**config.mk**
```make
export PLATFORM = sky130hd
export DESIGN_NAME = decode_unit_flat
export DESIGN_NICKNAME = d
export VERILOG_FILES = /design/src/rtl/decode_unit_if.sv /design/src/rtl/decode_unit.sv /design/src/flat_wrapper.sv
export SDC_FILE = /design/constraint.sdc
export NUM_CORES = 2
export LEC_CHECK = 0
export CAP_MARGIN = 20
export CORE_ASPECT_RATIO = 0.6
export CORE_MARGIN = 5
export CORE_UTILIZATION = 35
export CTS_CLUSTER_SIZE = 8
export DETAILED_ROUTE_END_ITERATION = 7
export DONT_BUFFER_PORTS = 1
export GPL_TIMING_DRIVEN = 0
export SYNTH_ARGS = -nofsm -noshare
export SYNTH_HDL_FRONTEND = slang
export SYNTH_SLANG_ARGS = --single-unit
```
**constraint.sdc**
```tcl
create_clock -name clk -period 7.8 [get_ports clk]
set_input_delay 0.78 -clock clk [delete_from_list [all_inputs] [get_ports clk]]
set_output_delay 0.78 -clock clk [all_outputs]
set_load 0.005 [all_outputs]
```
**src/rtl/decode_unit_if.sv**
```systemverilog
// decode_unit_if: bundles the IF/ID, register-file write, forwarding and
// decode-control signals of decode_unit. The performance counter outputs
// only exist when DECODE_PERF_EN is defined.
interface decode_unit_if #(
  parameter int REG_NUM = 32,
  parameter int DATA_W  = 32,
  parameter int FWD_SRC = 3
);
  localparam int AW = $clog2(REG_NUM);
  localparam int SW = $clog2(FWD_SRC + 1);

  logic [31:0]             instr_f;
  logic [31:0]             pc_f;
  logic                    stall;
  logic                    flush;
  logic                    rf_we;
  logic [AW-1:0]           rf_wa;
  logic [DATA_W-1:0]       rf_wd;
  logic [FWD_SRC*DATA_W-1:0] fwd_data;
  logic [SW-1:0]           fwd_sel1;
  logic [SW-1:0]           fwd_sel2;
  logic                    ext_op;
  logic [2:0]              cmp_op;
  logic [1:0]              npc_op;

  logic [31:0]             instr_d;
  logic [31:0]             pc_d;
  logic [DATA_W-1:0]       rd1;
  logic [DATA_W-1:0]       rd2;
  logic [DATA_W-1:0]       imm32;
  logic [31:0]             next_pc;
  logic                    br_taken;
`ifdef DECODE_PERF_EN
  logic [15:0]             stall_cnt;
  logic [15:0]             br_cnt;
`endif

  // Pipeline / control side: drives fetch, writeback and control inputs.
  modport master (
    output instr_f, pc_f, stall, flush, rf_we, rf_wa, rf_wd,
           fwd_data, fwd_sel1, fwd_sel2, ext_op, cmp_op, npc_op,
    input  instr_d, pc_d, rd1, rd2, imm32, next_pc, br_taken
`ifdef DECODE_PERF_EN
    , input stall_cnt, br_cnt
`endif
  );

  // Decode stage side.
  modport slave (
    input  instr_f, pc_f, stall, flush, rf_we, rf_wa, rf_wd,
           fwd_data, fwd_sel1, fwd_sel2, ext_op, cmp_op, npc_op,
    output instr_d, pc_d, rd1, rd2, imm32, next_pc, br_taken
`ifdef DECODE_PERF_EN
    , output stall_cnt, br_cnt
`endif
  );
endinterface

```
**src/rtl/decode_unit.sv**
```systemverilog
// decode_unit: IF/ID pipeline register, register file with write-through
// bypass, operand forwarding muxes, immediate extension, branch compare and
// next-PC selection. Defining DECODE_PERF_EN adds saturating stall/branch
// counters (stall_cnt, br_cnt) to the interface.
module decode_unit #(
  parameter int REG_NUM = 32,
  parameter int DATA_W  = 32,
  parameter int FWD_SRC = 3
) (
  input logic          clk,
  input logic          reset,
  decode_unit_if.slave bus
);
  localparam int AW = $clog2(REG_NUM);
  localparam logic [31:0] PC_RESET = 32'h0000_3000;

  logic [31:0]       ifid_instr_q, ifid_instr_d;
  logic [31:0]       ifid_pc_q, ifid_pc_d;
  logic [DATA_W-1:0] rf_q [REG_NUM];
  logic [AW-1:0]     rs_a, rt_a;
  logic [DATA_W-1:0] rf_rd1, rf_rd2;
  logic [DATA_W-1:0] rd1_v, rd2_v;
  logic [DATA_W-1:0] imm_v;
  logic              cmp_true;
  logic              br_taken_v;
  logic [31:0]       br_off, br_tgt, pc_f_p4;
  logic [31:0]       next_pc_v;

  // IF/ID next state: stall holds everything and wins over flush.
  always_comb begin
    ifid_instr_d = ifid_instr_q;
    ifid_pc_d    = ifid_pc_q;
    if (!bus.stall) begin
      ifid_pc_d    = bus.pc_f;
      ifid_instr_d = bus.flush ? 32'd0 : bus.instr_f;
    end
  end

  // IF/ID register.
  always_ff @(posedge clk or negedge reset) begin
    if (!reset) begin
      ifid_instr_q <= 32'd0;
      ifid_pc_q    <= PC_RESET;
    end else begin
      ifid_instr_q <= ifid_instr_d;
      ifid_pc_q    <= ifid_pc_d;
    end
  end

  // Register file storage; entry 0 is never written so it stays zero.
  always_ff @(posedge clk or negedge reset) begin
    if (!reset) begin
      for (int i = 0; i < REG_NUM; i++) rf_q[i] <= '0;
    end else if (bus.rf_we && (bus.rf_wa != '0)) begin
      rf_q[bus.rf_wa] <= bus.rf_wd;
    end
  end

  // Register specifiers, resized to the register-file address width.
  assign rs_a = AW'(ifid_instr_q[25:21]);
  assign rt_a = AW'(ifid_instr_q[20:16]);

  // Combinational reads with write-through bypass of the same-cycle write.
  always_comb begin
    rf_rd1 = rf_q[rs_a];
    rf_rd2 = rf_q[rt_a];
    if (rs_a == '0) rf_rd1 = '0;
    else if (bus.rf_we && (bus.rf_wa == rs_a)) rf_rd1 = bus.rf_wd;
    if (rt_a == '0) rf_rd2 = '0;
    else if (bus.rf_we && (bus.rf_wa == rt_a)) rf_rd2 = bus.rf_wd;
  end

  // Forwarding muxes: select k+1 picks source k; 0 or out-of-range keeps RF.
  always_comb begin
    rd1_v = rf_rd1;
    rd2_v = rf_rd2;
    for (int k = 0; k < FWD_SRC; k++) begin
      if (int'(bus.fwd_sel1) == k + 1) rd1_v = bus.fwd_data[k*DATA_W +: DATA_W];
      if (int'(bus.fwd_sel2) == k + 1) rd2_v = bus.fwd_data[k*DATA_W +: DATA_W];
    end
  end

  assign imm_v = bus.ext_op ? {{(DATA_W-16){ifid_instr_q[15]}}, ifid_instr_q[15:0]}
                            : {{(DATA_W-16){1'b0}}, ifid_instr_q[15:0]};

  // Signed branch condition; only meaningful for the branch next-PC mode.
  always_comb begin
    cmp_true = 1'b0;
    case (bus.cmp_op)
      3'd0: cmp_true = (rd1_v == rd2_v);
      3'd1: cmp_true = (rd1_v != rd2_v);
      3'd2: cmp_true = ($signed(rd1_v) <= 0);
      3'd3: cmp_true = ($signed(rd1_v) >  0);
      3'd4: cmp_true = ($signed(rd1_v) <  0);
      3'd5: cmp_true = ($signed(rd1_v) >= 0);
      default: cmp_true = 1'b0;
    endcase
  end

  assign br_taken_v = (bus.npc_op == 2'd1) && cmp_true;
  assign br_off     = {{14{ifid_instr_q[15]}}, ifid_instr_q[15:0], 2'b00};
  assign br_tgt     = ifid_pc_q + 32'd4 + br_off;
  assign pc_f_p4    = bus.pc_f + 32'd4;

  // Next-PC select; all additions wrap modulo 2^32.
  always_comb begin
    next_pc_v = pc_f_p4;
    case (bus.npc_op)
      2'd0: next_pc_v = pc_f_p4;
      2'd1: next_pc_v = br_taken_v ? br_tgt : pc_f_p4;
      2'd2: next_pc_v = {ifid_pc_q[31:28], ifid_instr_q[25:0], 2'b00};
      default: next_pc_v = rd1_v[31:0];
    endcase
  end

  assign bus.instr_d  = ifid_instr_q;
  assign bus.pc_d     = ifid_pc_q;
  assign bus.rd1      = rd1_v;
  assign bus.rd2      = rd2_v;
  assign bus.imm32    = imm_v;
  assign bus.next_pc  = next_pc_v;
  assign bus.br_taken = br_taken_v;

`ifdef DECODE_PERF_EN
  logic [15:0] stall_cnt_q, stall_cnt_d;
  logic [15:0] br_cnt_q, br_cnt_d;

  // Saturating event counters.
  always_comb begin
    stall_cnt_d = stall_cnt_q;
    br_cnt_d    = br_cnt_q;
    if (bus.stall && (stall_cnt_q != 16'hFFFF)) stall_cnt_d = stall_cnt_q + 16'd1;
    if (br_taken_v && !bus.stall && (br_cnt_q != 16'hFFFF)) br_cnt_d = br_cnt_q + 16'd1;
  end

  // Counter registers.
  always_ff @(posedge clk or negedge reset) begin
    if (!reset) begin
      stall_cnt_q <= 16'd0;
      br_cnt_q    <= 16'd0;
    end else begin
      stall_cnt_q <= stall_cnt_d;
      br_cnt_q    <= br_cnt_d;
    end
  end

  assign bus.stall_cnt = stall_cnt_q;
  assign bus.br_cnt    = br_cnt_q;
`endif
endmodule

```
**src/flat_wrapper.sv**
```systemverilog
// flat-port wrapper written by rule: the top's interface ports become plain ports
module decode_unit_flat 
#(
  parameter int REG_NUM = 32,
  parameter int DATA_W  = 32,
  parameter int FWD_SRC = 3
)
  (clk, reset, bus_instr_f, bus_pc_f, bus_stall, bus_flush, bus_rf_we, bus_rf_wa, bus_rf_wd, bus_fwd_data, bus_fwd_sel1, bus_fwd_sel2, bus_ext_op, bus_cmp_op, bus_npc_op, bus_instr_d, bus_pc_d, bus_rd1, bus_rd2, bus_imm32, bus_next_pc, bus_br_taken);
  decode_unit_if #(.REG_NUM(REG_NUM), .DATA_W(DATA_W), .FWD_SRC(FWD_SRC)) bus_i ();
  input logic clk;
  input logic reset;
  input wire logic [$bits(bus_i.instr_f)-1:0] bus_instr_f;
  input wire logic [$bits(bus_i.pc_f)-1:0] bus_pc_f;
  input wire logic [$bits(bus_i.stall)-1:0] bus_stall;
  input wire logic [$bits(bus_i.flush)-1:0] bus_flush;
  input wire logic [$bits(bus_i.rf_we)-1:0] bus_rf_we;
  input wire logic [$bits(bus_i.rf_wa)-1:0] bus_rf_wa;
  input wire logic [$bits(bus_i.rf_wd)-1:0] bus_rf_wd;
  input wire logic [$bits(bus_i.fwd_data)-1:0] bus_fwd_data;
  input wire logic [$bits(bus_i.fwd_sel1)-1:0] bus_fwd_sel1;
  input wire logic [$bits(bus_i.fwd_sel2)-1:0] bus_fwd_sel2;
  input wire logic [$bits(bus_i.ext_op)-1:0] bus_ext_op;
  input wire logic [$bits(bus_i.cmp_op)-1:0] bus_cmp_op;
  input wire logic [$bits(bus_i.npc_op)-1:0] bus_npc_op;
  output wire logic [$bits(bus_i.instr_d)-1:0] bus_instr_d;
  output wire logic [$bits(bus_i.pc_d)-1:0] bus_pc_d;
  output wire logic [$bits(bus_i.rd1)-1:0] bus_rd1;
  output wire logic [$bits(bus_i.rd2)-1:0] bus_rd2;
  output wire logic [$bits(bus_i.imm32)-1:0] bus_imm32;
  output wire logic [$bits(bus_i.next_pc)-1:0] bus_next_pc;
  output wire logic [$bits(bus_i.br_taken)-1:0] bus_br_taken;
  assign bus_i.instr_f = bus_instr_f;
  assign bus_i.pc_f = bus_pc_f;
  assign bus_i.stall = bus_stall;
  assign bus_i.flush = bus_flush;
  assign bus_i.rf_we = bus_rf_we;
  assign bus_i.rf_wa = bus_rf_wa;
  assign bus_i.rf_wd = bus_rf_wd;
  assign bus_i.fwd_data = bus_fwd_data;
  assign bus_i.fwd_sel1 = bus_fwd_sel1;
  assign bus_i.fwd_sel2 = bus_fwd_sel2;
  assign bus_i.ext_op = bus_ext_op;
  assign bus_i.cmp_op = bus_cmp_op;
  assign bus_i.npc_op = bus_npc_op;
  assign bus_instr_d = bus_i.instr_d;
  assign bus_pc_d = bus_i.pc_d;
  assign bus_rd1 = bus_i.rd1;
  assign bus_rd2 = bus_i.rd2;
  assign bus_imm32 = bus_i.imm32;
  assign bus_next_pc = bus_i.next_pc;
  assign bus_br_taken = bus_i.br_taken;
  decode_unit #(.REG_NUM(REG_NUM), .DATA_W(DATA_W), .FWD_SRC(FWD_SRC)) u_core (.clk(clk), .reset(reset), .bus(bus_i));
endmodule
```
-- Yosys cells after proc, flatten, opt, wreduce, memory -nomap -nowiden
Cells that the tools add are included.
- flip-flop bits (word level): 1088
- latch bits: 0
- bits in writable memories: 0
- ROM bits: 0
- output and inout port bits: 193
- memories: 0
- add/subtract/negate cells: 3
- multipliers: 0
- div/mod/pow operators: 0
- magnitude comparators: 8
- equality and inequality tests: 17
- shift operators: 0
- multiplexer cells: 24
- bitwise logic cells: 3
- reduce and logical (&&, ||, !) cells: 10
- operators with widths (cell ; number):
    1024-bit bitwise mux ; 1
    32-bit 2-to-1 mux ; 18
    32-bit binary-select mux with 5-bit select ; 2
    32-bit demux with 5-bit select ; 1
    32-bit case mux with 3 select lines ; 1
    32-bit by 3-bit adder with 32-bit output, second input constant ; 2
    32-bit adder ; 1
    32-bit == test ; 1
    32-bit by 1-bit greater-or-equal comparator with 1-bit output, second input constant ; 1
    32-bit by 1-bit greater-than comparator with 1-bit output, second input constant ; 1
    32-bit by 1-bit <= comparator with 1-bit output, second input constant ; 1
    32-bit by 1-bit less-than comparator with 1-bit output, second input constant ; 1
    32-bit inequality test ; 1
    6-bit greater-or-equal comparator, second input constant ; 3
    5-bit NOT with 6-bit output ; 3
    2-bit == test, second input constant ; 5
    5-bit == test ; 2
    5-bit zero test ; 2
    2-bit by 1-bit == test with 1-bit output, second input constant ; 3
    3-bit by 2-bit == test with 1-bit output, second input constant ; 2
    3-bit == test, second input constant ; 2
    6-bit by 1-bit less-than comparator with 1-bit output, second input constant ; 1
    1-bit case mux with 6 select lines ; 1
    1-bit logical AND ; 5
    4 further kinds ; 4

-- Depth between registers and ports, before layout
- word-level depth: 14
- depth in mapped cells: 21
- mapped depth without buffers: 19

-- Worst setup path before layout
Ideal clock, no wire load.
- path type: input-to-output
- from: input port bus_rf_wa[4]
- to: output port bus_next_pc[5]
- data arrival time: 4.560 ns
- data required time: 7.020 ns
- slack: 2.460 ns
- stages on the path: 16
- buffers on the path: 4
- cells stage by stage: clkbuf_1 > xnor2_1 > nand4_1 > or2_2 > clkbuf_1 > clkbuf_1 > nand2_1 > o31ai_1 > xor2_1 > nor4_1 > nand4_1 > nor4_4 > mux2i_4 > nand2_8 > buf_8 > a221o_1
- cells in the longest elaborated chain, start to end: 12
- ends and longest elaborated chain (item ; RTL line ; RTL):
    start, declared ; flat_wrapper.sv:17 ; input wire logic [$bits(bus_i.rf_wa)-1:0] bus_rf_wa;
    5-bit == test * ; decode_unit.sv:68 ; else if (bus.rf_we && (bus.rf_wa == rs_a)) rf_rd1 = bus.rf_wd;
    1-bit logical AND * ; decode_unit.sv:68 ;
    32-bit 2-to-1 mux * ; decode_unit.sv:68 ;
    32-bit 2-to-1 mux * ; decode_unit.sv:67 ; if (rs_a == '0) rf_rd1 = '0;
    32-bit 2-to-1 mux * (3 in a row) ; decode_unit.sv:78 ; if (int'(bus.fwd_sel1) == k + 1) rd1_v = bus.fwd_data[k*DATA_W +: DATA_W];
    named net bus_rd1[22] ; flat_wrapper.sv:27 ; output wire logic [$bits(bus_i.rd1)-1:0] bus_rd1;
    32-bit by 1-bit greater-or-equal comparator with 1-bit output (tied with other cells) ; decode_unit.sv:95 ; 3'd5: cmp_true = ($signed(rd1_v) >= 0);
    1-bit case mux with 6 select lines * ; decode_unit.sv:89 ; case (bus.cmp_op)
    1-bit logical AND * ; decode_unit.sv:100 ; assign br_taken_v = (bus.npc_op == 2'd1) && cmp_true;
    32-bit 2-to-1 mux * ; decode_unit.sv:110 ; 2'd1: next_pc_v = br_taken_v ? br_tgt : pc_f_p4;
    32-bit case mux with 3 select lines * ; decode_unit.sv:108 ; case (bus.npc_op)
    end, declared ; flat_wrapper.sv:30 ; output wire logic [$bits(bus_i.next_pc)-1:0] bus_next_pc;
Mark *: on every way through the listed nets, which the timed path passes. The rest lies on a longest branch.

-- Final worst setup path
- from: register u_core.ifid_instr_q[17], in the netlist u_core.bus.instr_d[17]
- to: output port bus_next_pc[27]
- cells in the longest elaborated chain, start to end: 14
- ends and longest elaborated chain (item ; RTL line ; RTL):
    start, declared ; decode_unit.sv:17 ; logic [31:0] ifid_instr_q, ifid_instr_d;
    start signal, assigned ; decode_unit.sv:45 ; ifid_instr_q <= ifid_instr_d;
    5-bit NOT with 6-bit output (not written as such) ; decode_unit.sv:66 ; rf_rd2 = rf_q[rt_a];
    32-bit binary-select mux with 5-bit select ; decode_unit.sv:66 ;
    32-bit 2-to-1 mux (not written as such) (2 in a row) ; decode_unit.sv:66 ;
    32-bit 2-to-1 mux ; decode_unit.sv:70 ; else if (bus.rf_we && (bus.rf_wa == rt_a)) rf_rd2 = bus.rf_wd;
    32-bit 2-to-1 mux * ; decode_unit.sv:69 ; if (rt_a == '0) rf_rd2 = '0;
    32-bit 2-to-1 mux * (3 in a row) ; decode_unit.sv:79 ; if (int'(bus.fwd_sel2) == k + 1) rd2_v = bus.fwd_data[k*DATA_W +: DATA_W];
    named net bus_rd2[19] ; flat_wrapper.sv:28 ; output wire logic [$bits(bus_i.rd2)-1:0] bus_rd2;
    32-bit inequality test or 32-bit == test (tied branches) ; decode_unit.sv:91, decode_unit.sv:90 ;
    1-bit case mux with 6 select lines * ; decode_unit.sv:89 ;
    1-bit logical AND * ; decode_unit.sv:100 ;
    32-bit 2-to-1 mux * ; decode_unit.sv:110 ;
    32-bit case mux with 3 select lines * ; decode_unit.sv:108 ;
Mark *: on every way through the listed nets, which the timed path passes. The rest lies on a longest branch. The select of a mux whose other input is x is not followed.

==> summary.md <==
| Metric | Value |
|---|---|
| Outcome | complete, but fails checks |
| Violated checks | design-rule violations, negative setup slack |
| Part of the cycle the worst path needs | 1.04 |
| Syn_nets | 5,006 |
| Final WL | 377 mm |
| IO Count | 405 |
| Initial antenna violation count | 52 |
| Clk_lat worst skew | 0.81 ns |
| Synth-to-layout area growth | 17.9% |
| Maximum number of pins on one net before global-route repair | 1,089 |
| Final setup vio count | 32 |
| Setup TNS | -7.36 ns |
| Clk sinks | 1,088 |
| Crit path arrival time | 7.36 ns |
| Synth top area cells | dfrtp_1 43%, mux2_2 19%, mux4_2 17% |
| Num rows | 121 |
| Syn Area/Cell | 13.4 µm² |
| Crit path max-delay cell type | clkdlybuf4s15_1 |
| Sequential area share after synthesis | 0.429 |
| CTS root buf | clkbuf_16 |
| Initial Util | 0.351 |
| Routed len/inst | 50.1 µm |
| Largest area contributor in the netlist | dfrtp_1 |
| # DRC | 19 |
| Gate power share | 0.276 |
| GRT Overall Usage | 0.382 |
| Seq pwr share | 0.392 |
| Sw frac | 0.344 |
| Peak VDD IR | 0.000164 V |
| Worst Path Required | 7.02 ns |
| Switching power | 6.69 mW |
| Mapped cell area | 0.0634 mm² |
| Pins over their slew limit | 0 |
| First DRT Iteration DRCs | 10,200 |
| Number of buffers created by CTS | 162 |
| Core area | 0.181 mm² |
| Die area | 0.190 mm² |
| Commonest non-fill, non-tap cell in the layout | dfrtp_1 |
| Vias in the first global route | 49,000 |
| Yosys reg bits | 1,088 |
| Final hold violation count | 0 |
| Routability congestion estimate | 1.13 |
| Commonest non-fill, non-tap cells in the layout | 1,083 x dfrtp_1, 1,072 x mux2_2, 465 x mux4_2 |
| GR Overflow Total | 0 |
| CTS max path bufs | 4 |
| Crit-path max cell delay | 0.85 ns |
| Post-synth top area share | 0.428 |
| Clk pwr share | 0.333 |
| Shortest period the worst path allows | 8.14 ns |
| Number of I/O port buffers | 0 |
| Slew @ Worst Pin | 1.46 ns |
| Placed cells | 7,267 |
| Final ANT Viol Nets | 0 |
| DR vias | 53,900 |
| Clock slew at reported path FFs | 0.05 ns |
| Netlist cell types | 85 |
| CP bufs+invs | 3 |
| CP cell instances | buf_4, nor2b_1, clkdlybuf4s15_1, a221oi_1, nor3_1, a2111oi_0, nand3b_1, xor2_2, nor4_2, nand4_1, nor4_4, mux2i_4, nand2_8, buf_12, mux2i_1, mux2i_2 |
| Die W | 560 µm |
| Die H | 340 µm |
| TritonCTS clock tree | yes |
| H-tree depth | 4 |
| Detailed Place HPWL | 281 mm |
| Crit path max fanout | 10 |
| Type of the worst min-delay path | input pin to async pin |
| MaxCap Viol Count | 0 |
| Post-Layout Cell Count | 7,530 |
| Worst slew margin | 0.0237 |
| Layout cells sized above 1 | 0.439 |
| PnR worst setup slack | -0.337 ns |
| Top FF cell, synth | dfrtp_1 |
| Synth warn | 0 |
| Final net count | 5,337 |
| Capturing element type of the critical path | output port |
| Internal Power | 12.8 mW |
| Filler instances | 16,800 |
| Static Leak | 30.9 nW |
| Fmax | 0.123 GHz |
| Synth Instances | 4,735 |
| Sequential Area | 0.0272 mm² |
| First-pass GRT wire length | 485 mm |
| Setup crit start kind | flip-flop |
| First-pass iteration count of the detailed router | 8 |
| Crit path kind | flip-flop to output port |
| Number of synthesized flops with an enable pin | 0 |
| Via density per instance | 7.16 |
| Area of the multi-input gates | 0.0344 mm² |
| Hold WS | 0.0752 ns |
| Synth async-reset ratio | 1.00 |
| Final Skew | 0 ns |
| P per Cell Area | 260 mW/mm² |
| Delay-heaviest family, CP | simple AND/OR/NAND/NOR gates |
[synth_stat cells, types with 30 or more instances]
| cell type | instances |
|---|---|
| dfrtp_1 | 1086 |
| mux2_2 | 1072 |
| mux4_2 | 465 |
| clkbuf_1 | 292 |
| mux2i_1 | 233 |
| nand2_1 | 179 |
| o21ai_0 | 116 |
| a21oi_1 | 95 |
| a22oi_1 | 84 |
| buf_2 | 79 |
| nor2_1 | 79 |
| buf_1 | 58 |
| buf_4 | 58 |
| ha_1 | 58 |
| nand3_1 | 56 |
| xnor2_1 | 55 |
| nor2b_1 | 54 |
| nand2b_1 | 50 |
| nor3_1 | 46 |
| xor2_1 | 41 |
| a221oi_1 | 31 |
| a211oi_1 | 30 |
[what timing repair did]
| item | CTS | global route |
|---|---|---|
| hold endpoints to repair | 804 | 19 |
| pin swaps | 20 | 17 |
| setup buffers | 14 | 15 |
| setup endpoints to repair | 33 | 32 |
| gates resized for setup | 321 | 66 |
[area by class of cell]
type / instances / share of cell area
multi-input combinational: 3113 / 0.459
sequential: 1088 / 0.364
clock buffer: 173 / 0.0552
buffer: 507 / 0.0455
tap: 2398 / 0.0401
timing repair buffer: 171 / 0.0313
antenna: 50 / 0.00167
clock inverter: 7 / 0.00131
inverter: 23 / 0.00125
[worst register-to-register path: stages, from the launching register on]
cell,delay [ns]
dfrtp_2,0.53
buf_4,0.34
buf_4,0.34
buf_8,0.34
buf_8,0.38
buf_6,0.34
buf_4,0.47
nand2_1,0.11
o21ai_0,0.10
[sequential cells by signal, indices dropped and copies added, names as in the netlist]
| register | cells |
|---|---|
| u_core.bus.instr_d | 32 |
| u_core.bus.pc_d | 32 |
| u_core.rf_q | 1024 |
[per-stage QoR]
| step | total power, mW | setup slack, ns | cell area [µm²] | util |
|---|---|---|---|---|
| after CTS | 18.8 | 0.00169 | 74000 | 0.410 |
| after detailed placement | 12.4 | -1.33 | 68600 | 0.379 |
| final | 19.5 | -0.337 | 74800 | 0.414 |
| after global placement | 12.2 | -3.19 | 66400 | 0.368 |
| after floorplan | 10.3 | 2.46 | 63400 | - |
| after global routing | 19.7 | -0.00527 | 74700 | 0.413 |
[layer usage]
layer / vias to the layer above / track usage / routed length, µm
met5: - / 0.0390 / 1580
met4: 43 / 0.189 / 23800
met3: 1184 / 0.275 / 73300
met2: 5625 / 0.459 / 135000
met1: 28200 / 0.494 / 143000
li1: 18900 / - / -
[final timing paths]
kind | to | depth (start not counted) | slack, ns | startpoint
max | bus_next_pc[27] | 16 | -0.34 | u_core.bus.instr_d[17]$_DFFE_PN0N_
min | u_core.rf_q[72]$_DFFE_PN0P_ | 1 | 0.08 | reset
max reg2reg | u_core.bus.instr_d[23]$_DFFE_PN0N_ | 8 | 4.77 | u_core.bus.instr_d[23]$_DFFE_PN0N_
min reg2reg | u_core.rf_q[1002]$_DFFE_PN0P_ | 1 | 0.48 | u_core.rf_q[1002]$_DFFE_PN0P_
max in group asynchronous | u_core.rf_q[216]$_DFFE_PN0P_ | 4 | 3.88 | reset
min in group clk | u_core.rf_q[147]$_DFFE_PN0P_ | 1 | 0.08 | bus_rf_wd[19]
[kinds of logic after synthesis]
family / Yosys count / synth area share
mux: 1772 / 0.393
flops: 1088 / 0.429
xor+xnor: 96 / 0.0133
fa+ha+maj: 59 / 0.0118
buf+inv: 534 / 0.0395
compound gates: 602 / 0.0665
simple gates: 584 / 0.0473
[power by group through the flow]
| stage | combinational [mW] | sequential (mW) | clock [mW] |
|---|---|---|---|
| 6_report | 5.37 | 7.63 | 6.48 |
| 5_1_grt | 5.40 | 7.70 | 6.64 |
| 4_1_cts | 4.88 | 7.54 | 6.41 |
| 3_5_place_dp | 4.74 | 7.63 | 0 |
| 3_3_place_gp | 4.58 | 7.58 | 0 |
| 2_1_floorplan | 3.03 | 7.26 | 0 |
Note: power is estimated with default switching activity, not from simulation.
